$ cat src/rtl/micro_sequencer.sv
// Micro-PC sequencer: selects the next microcode ROM address from the
// current micro-instruction's next-address op, with a small return stack.
module micro_sequencer #(
    parameter int                   UPC_WIDTH   = 8,
    parameter int                   STACK_DEPTH = 2,
    parameter logic [UPC_WIDTH-1:0] FETCH_ADDR  = '0,
    parameter logic [UPC_WIDTH-1:0] EXC_ADDR    = 8'hF0,
    localparam int                  SPW         = $clog2(STACK_DEPTH + 1)
) (
    input  logic                 clk,
    input  logic                 reset,
    input  logic [2:0]           next_sel,
    input  logic [UPC_WIDTH-1:0] u_target,
    input  logic                 cond_in,
    input  logic [UPC_WIDTH-1:0] dispatch_addr,
    input  logic                 mem_ready,
    input  logic                 exc_req,
    input  logic                 stall,
    output logic [UPC_WIDTH-1:0] upc,
    output logic [SPW-1:0]       sp_count,
    output logic                 stack_err,
    output logic                 retire
);

    localparam int IDXW = (STACK_DEPTH > 1) ? $clog2(STACK_DEPTH) : 1;
    localparam logic [SPW-1:0] DEPTH_C = SPW'(STACK_DEPTH);

    typedef enum logic [2:0] {
        OP_SEQ      = 3'd0,
        OP_DISPATCH = 3'd1,
        OP_JUMP     = 3'd2,
        OP_BRANCH   = 3'd3,
        OP_CALL     = 3'd4,
        OP_RET      = 3'd5,
        OP_WAIT     = 3'd6,
        OP_FETCH    = 3'd7
    } op_e;

    logic [UPC_WIDTH-1:0] upc_q, upc_d;
    logic [SPW-1:0]       sp_q, sp_d;
    logic                 err_q, err_d;
    logic                 retire_q, retire_d;
    logic                 push_en;
    logic [UPC_WIDTH-1:0] upc_inc;
    logic [IDXW-1:0]      push_idx, pop_idx;
    logic [UPC_WIDTH-1:0] stack_q [STACK_DEPTH];
    op_e                  op;

    assign op       = op_e'(next_sel);
    assign upc_inc  = upc_q + UPC_WIDTH'(1);
    assign push_idx = IDXW'(sp_q);
    assign pop_idx  = IDXW'(sp_q - SPW'(1));

    always_comb begin
        upc_d    = upc_q;
        sp_d     = sp_q;
        err_d    = err_q;
        retire_d = 1'b0;
        push_en  = 1'b0;
        if (exc_req) begin
            upc_d = EXC_ADDR;
            sp_d  = '0;
        end else if (!stall) begin
            case (op)
                OP_SEQ:      upc_d = upc_inc;
                OP_DISPATCH: upc_d = dispatch_addr;
                OP_JUMP:     upc_d = u_target;
                OP_BRANCH:   upc_d = cond_in ? u_target : upc_inc;
                OP_CALL: begin
                    if (sp_q < DEPTH_C) begin
                        push_en = 1'b1;
                        sp_d    = sp_q + SPW'(1);
                        upc_d   = u_target;
                    end else begin
                        err_d = 1'b1;
                        upc_d = EXC_ADDR;
                    end
                end
                OP_RET: begin
                    if (sp_q != '0) begin
                        sp_d  = sp_q - SPW'(1);
                        upc_d = stack_q[pop_idx];
                    end else begin
                        err_d = 1'b1;
                        upc_d = EXC_ADDR;
                    end
                end
                OP_WAIT:  upc_d = mem_ready ? upc_inc : upc_q;
                OP_FETCH: begin
                    upc_d    = FETCH_ADDR;
                    retire_d = 1'b1;
                end
                default: upc_d = upc_q;
            endcase
        end
    end

    always_ff @(posedge clk) begin
        if (reset) begin
            upc_q    <= FETCH_ADDR;
            sp_q     <= '0;
            err_q    <= 1'b0;
            retire_q <= 1'b0;
        end else begin
            upc_q    <= upc_d;
            sp_q     <= sp_d;
            err_q    <= err_d;
            retire_q <= retire_d;
        end
    end

    // Stack contents need no reset; sp_q alone defines what is valid.
    always_ff @(posedge clk) begin
        if (!reset && push_en) begin
            stack_q[push_idx] <= upc_inc;
        end
    end

    assign upc       = upc_q;
    assign sp_count  = sp_q;
    assign stack_err = err_q;
    assign retire    = retire_q;

endmodule

$ cat config.mk
export PLATFORM = sky130hd
export DESIGN_NAME = micro_sequencer
export DESIGN_NICKNAME = d
export VERILOG_FILES = /design/src/rtl/micro_sequencer.sv
export SDC_FILE = /design/constraint.sdc
export NUM_CORES = 1
export LEC_CHECK = 0
export ABC_AREA = 1
export CORE_MARGIN = 4
export CORE_UTILIZATION = 51
export CTS_CLUSTER_SIZE = 25
export DETAILED_ROUTE_END_ITERATION = 16
export PLACE_DENSITY = 0.8
export SLEW_MARGIN = 20
export SYNTH_ARGS = -nofsm -noshare
export SYNTH_HDL_FRONTEND = slang
export SYNTH_SLANG_ARGS = --single-unit
$ cat constraint.sdc
create_clock -name clk -period 2 [get_ports clk]
set_clock_uncertainty 0.1 [all_clocks]
set_input_delay 0.2 -clock clk [delete_from_list [all_inputs] [get_ports clk]]
set_output_delay 0.2 -clock clk [all_outputs]
set_load 0.01 [all_outputs]
==> reports/metrics.yaml, run 1 <==
outcome:
  outcome: "finished, final reports clean"
drt:
  drc: 0
  wl_per_cell_um: 14.2
  dr.pass1.iters: 4
  vias: 1852
  wl_met3_um: 306
  totalWireLength_um: 4930
  met2_length_um: 2410
  highest_layer: "met4"
  ant_nets: 0
  dr.first_iter.drc_count: 136
  met1_length_um: 2150
  routed_via_density: 5.34
power_and_ir_drop:
  seq_power_share: 0.499
  ir_drop_uv: 288
  swShare: 0.261
  p_leak_nw: 1.03
  p_clk_frac: 0.300
  power_density_nw_per_um2: 559
  p_comb_frac: 0.201
  p_int_w: 0.000944
  switching_power_w: 0.000333
cells_and_area:
  syn_to_final_growth_pct: 31.4
  final_layout_size_suffix_gt1_frac: 0.0825
  multi_input_area_um2: 881
  diodes: 0
  num-nets-final: 331
  ff_latch_area_um2: 721
  n_fill_cell: 297
setup_path:
  critPathRequiredTime_ns: 2.16
  worstPathMaxFanout: 5
  cp-end-kind: "flop"
  cp.arrival_ns: 1.95
  worstSetupStartpointType: "flop"
  crit_type: "reg2reg"
yosys:
  synth.cell_area_um2: 1740
  synthTopCellsByArea: "edfxtp_1, nand2_1, dfxtp_1"
  yosysUniqueCellTypes: 29
  synth_edf_count: 16
  synthArstFlopShare: 0
  yosysTopAreaCell: "edfxtp_1"
  synth_most_common_cell: "nand2_1"
  syn_nets: 281
  synth-main-ff-cell: "edfxtp_1"
  yosysSeqAreaShare: 0.415
  ys_seq_elements: 28
  yosys_warnings: 0
  synth_top_area_share: 0.276
  syn_inst: 254
  synthTopCellsByCount: "nand2_1, inv_1, nor2_1"
  syn_avg_cell_area_um2: 6.84
grt:
  track_usage: 0.246
  grt_pass1_vias: 1751
  antenna_found_initial: 0
  grt.overflow.total: 0
  grt_max_degree: 17
  grt_pass1_wl_um: 8300
clock_tree:
  cts_setup_buffers: 0
  cts_tree: "yes"
  clock_latency_ns: 0.34
  clockRootBuffer: "clkbuf_4"
  cts_buffers: 3
  cts_resized: 0
  clkTransAtPathRegs_ns: 0.16
  cts.sinks: 28
  clk_path_buf_depth: 2
  cts_hold_buf: 0
  h-tree-depth: 1
floorplan:
  die_area_um2: 4410
  fp.dieH_um: 66.4
  core_area_um2: 3150
  start_util: 0.551
  std_cell_rows: 20
  ios: 37
  die_x_um: 66.4
run:
  drv_cap: 0
timing:
  max_freq_mhz: 559
  final.setup.tns_ns: 0
  tightest_slew_ns: 0.301
  max_slew_margin: 0.799
  setup_viol: 0
  rsz0062_at_grt: "false"
  fin_ws_ns: 0.212
  hold_viol_final: 0
  min_period_ns: 1.79
  min_period_over_period: 0.894
  maxSlewViolCount: 0
placed_design:
  port_buffers: 36
  pre_cts_slack_ns: 0.0246
  place.gp.congestion: 0.882
  dp_hpwl_um: 3900
hold_path:
  hold_class: "in2reg"
-- area by class of cell --
class,count,share of cell area
Clock buffer,3,0.00986
Clock inverter,1,0.0132
Inverter,35,0.0575
Multi-Input combinational cell,189,0.386
Sequential cell,28,0.316
Tap cell,44,0.0241
Timing Repair Buffer,47,0.194
-- cell families (layout without fill, tap and decap cells) --
| group | count (synthesis) | after routing | share of synthesized area |
|---|---|---|---|
| buffers and inverters | 37 | 86 | 0.0806 |
| AND/OR/NAND/NOR | 147 | 147 | 0.356 |
| adder cells (fa/ha/maj) | 2 | 2 | 0.0144 |
| flip-flops | 28 | 28 | 0.415 |
| XOR/XNOR | 3 | 3 | 0.0151 |
| AO/OA/AOI/OAI | 37 | 37 | 0.120 |
-- worst paths after layout --
path	startpoint	endpoint	slack, ns	cells past startpoint
max	upc[1]	upc[6]	0.21	8
min	u_target[3]	upc[3]	0.35	3
max reg2reg	upc[1]	upc[6]	0.21	8
min reg2reg	stack_err	stack_err	0.41	2
-- layer usage --
metal	vias up	GRT usage
met3	7	0.0238
met1	843	0.327
met4	0	0.0558
met2	77	0.426
li1	925	-
met5	-	0
-- power groups by stage --
| stage | Clock, W | Sequential, W | Combinational [W] |
|---|---|---|---|
| after detailed placement | 0 | 0.000650 | 0.000251 |
| final | 0.000384 | 0.000637 | 0.000256 |
| after CTS | 0.000387 | 0.000637 | 0.000253 |
| after global routing | 0.000406 | 0.000640 | 0.000282 |
| after global placement | 0 | 0.000649 | 0.000248 |
| after floorplan | 0 | 0.000653 | 0.000118 |
-- metrics by stage --
step           hold WS, ns   util  instance area (um^2)  std cells  power (W)
2_1_floorplan        0.169      -                  1740        254   0.000771
3_3_place_gp         0.362  0.706                  2230        343   0.000897
3_5_place_dp         0.392  0.706                  2230        343   0.000900
4_1_cts              0.345  0.723                  2280        347    0.00128
5_1_grt              0.351  0.724                  2280        347    0.00133
6_report             0.350  0.724                  2280        347    0.00128
-- critical path: stages (launching register included) --
cell and delay, ns:
dfxtp_1 0.47, ha_1 0.25, nand3_1 0.14, o21ai_0 0.23, nand2_1 0.17, o21ai_0 0.18
inv_1 0.06, nand2_1 0.07, a21oi_1 0.05
-- cells in the final DEF (no fill, tap or decap), drive strengths merged --
master	instances
a21oi	17
ha	2
o21ai	13
a22oi	2
buf	11
clkdlybuf4s50	36
a31oi	2
nand2	86
nor3	5
nand3b	1
a21boi	1
a41oi	1
nand4	3
clkbuf	3
dfxtp	12
xnor2	1
xor2	2
clkinv	2
inv	33
and2	1
nand3	21
nor2	30
bufinv	1
edfxtp	16
o21a	1
-- registers in the layout, summed over array words and instances (netlist names) --
register / count
retire: 1
sp_count: 2
stack_err: 1
stack_q: 16
upc: 8
Note: power is estimated with default switching activity, not from simulation.
==> run 2: changes to the inputs <==
Settings changed: CORE_ASPECT_RATIO from default to 2.
==> reports/metrics.yaml, run 2 (synthesis gave the netlist of run 1 again) <==
clock_tree:
  clock_latency_ns: 0.27
  clk_path_buf_depth: 2
  cts_hold_buf: 0
  cts_buffers: 3
  clkTransAtPathRegs_ns: 0.09
  h-tree-depth: 1
  clockRootBuffer: "clkbuf_8"
  cts_resized: 0
  cts_setup_buffers: 0
  cts_tree: "yes"
  cts.sinks: 28
cells_and_area:
  largest_reg_flops: 16
  final_cells: 337
  syn_to_final_growth_pct: 31.1
  max_flop_register: "stack_q"
  diodes: 0
  final_common_cell: "nand2_1"
  n_fill_cell: 279
  final_cell_mix: "nand2_1, clkdlybuf4s50_1, inv_1"
  final_layout_size_suffix_gt1_frac: 0.0850
  num-nets-final: 334
grt:
  grt_pass1_wl_um: 8150
  track_usage: 0.232
  grt.overflow.total: 0
  antenna_found_initial: 0
  grt_pass1_vias: 1914
  grt_max_degree: 16
setup_path:
  crit_type: "in2reg"
  timing.rr.start: "upc[1]"
  cp-end-kind: "flop"
  setup.worst_path.start: "next_sel[0]"
  critPathRequiredTime_ns: 1.89
  cp.arrival_ns: 1.62
  worstPathMaxFanout: 8
  worstSetupStartpointType: "primary input"
floorplan:
  core_area_um2: 3230
  ios: 37
  std_cell_rows: 29
  die_area_um2: 4460
  fp.dieH_um: 90.6
  die_x_um: 49.3
  start_util: 0.538
drt:
  vias: 1873
  drc: 0
  totalWireLength_um: 4890
  ant_nets: 0
  dr.pass1.iters: 4
  dr.first_iter.drc_count: 88
  wl_per_cell_um: 14.5
  routed_via_density: 5.56
placed_design:
  dp.cells: 333
  port_buffers: 36
  pre_cts_slack_ns: -0.0227
  place.gp.congestion: 0.918
  dp_hpwl_um: 4130
timing:
  setup_viol: 0
  fin_ws_ns: 0.262
  rsz0062_at_grt: "false"
  maxSlewViolCount: 0
  max_slew_margin: 0.819
  hold_viol_final: 0
  min_period_over_period: 0.869
  tightest_slew_ns: 0.271
  max_freq_mhz: 575
  final.setup.tns_ns: 0
  min_period_ns: 1.74
power_and_ir_drop:
  power_density_nw_per_um2: 526
  p_leak_nw: 1.04
  ir_drop_uv: 517
outcome:
  outcome: "finished, final reports clean"
hold_path:
  worstHoldStart: "u_target[3]"
  hold_class: "in2reg"
run:
  drv_cap: 0
## run 2: cell types whose count changed in the layout (fill, tap and decap cells not counted), sizes merged
cell    delta
buf        +3
bufinv     -1
clkinv     +1
## run 2: power by group
group	internal (W)	switching [W]	leakage (nW)
Sequential	0.000622	0.0000148	0.245
Combinational	0.000121	0.000136	0.774
Clock	0.000138	0.000167	0.0231
Total	0.000880	0.000318	1.04
## run 2: final timing paths
| check | end | slack, ns | depth (start not counted) |
|---|---|---|---|
| min | upc[3] | 0.41 | 3 |
| max | stack_q[0][6] | 0.26 | 5 |
| min reg2reg | stack_err | 0.43 | 2 |
| max reg2reg | upc[6] | 0.37 | 8 |
## run 2: critical path, stage by stage
cell and delay, ns:
clkdlybuf4s50_1 0.52, nor2_1 0.23, nand3_1 0.25, nor3_1 0.21, buf_4 0.21
## run 2: per-layer routing
metal  track usage  vias up  wire length (um)
li1              -      932                 -
met1         0.233      842              1710
met2         0.432       73              2650
met3        0.0231       26               206
met4         0.150        0               310
met5             0        -                 0
## run 2: stage by stage
step	instance area, um^2	hold slack [ns]	power (W)	utilization
finish	2280	0.409	0.00120	0.706
global placement	2230	0.404	0.000900	0.692
detailed placement	2230	0.400	0.000904	0.692
global route	2280	0.437	0.00125	0.706
CTS	2280	0.417	0.00120	0.706
floorplan	1740	0.169	0.000771	-
## run 2: layout make-up
class                           instances  area (um^2)  share of cell area
Clock buffer                            3         41.3              0.0181
Inverter                               35          131              0.0577
Clock inverter                          1         3.75             0.00165
Tap cell                               31         38.8              0.0170
Timing Repair Buffer                   50          465               0.204
Multi-Input combinational cell        189          877               0.385
Sequential cell                        28          721               0.316
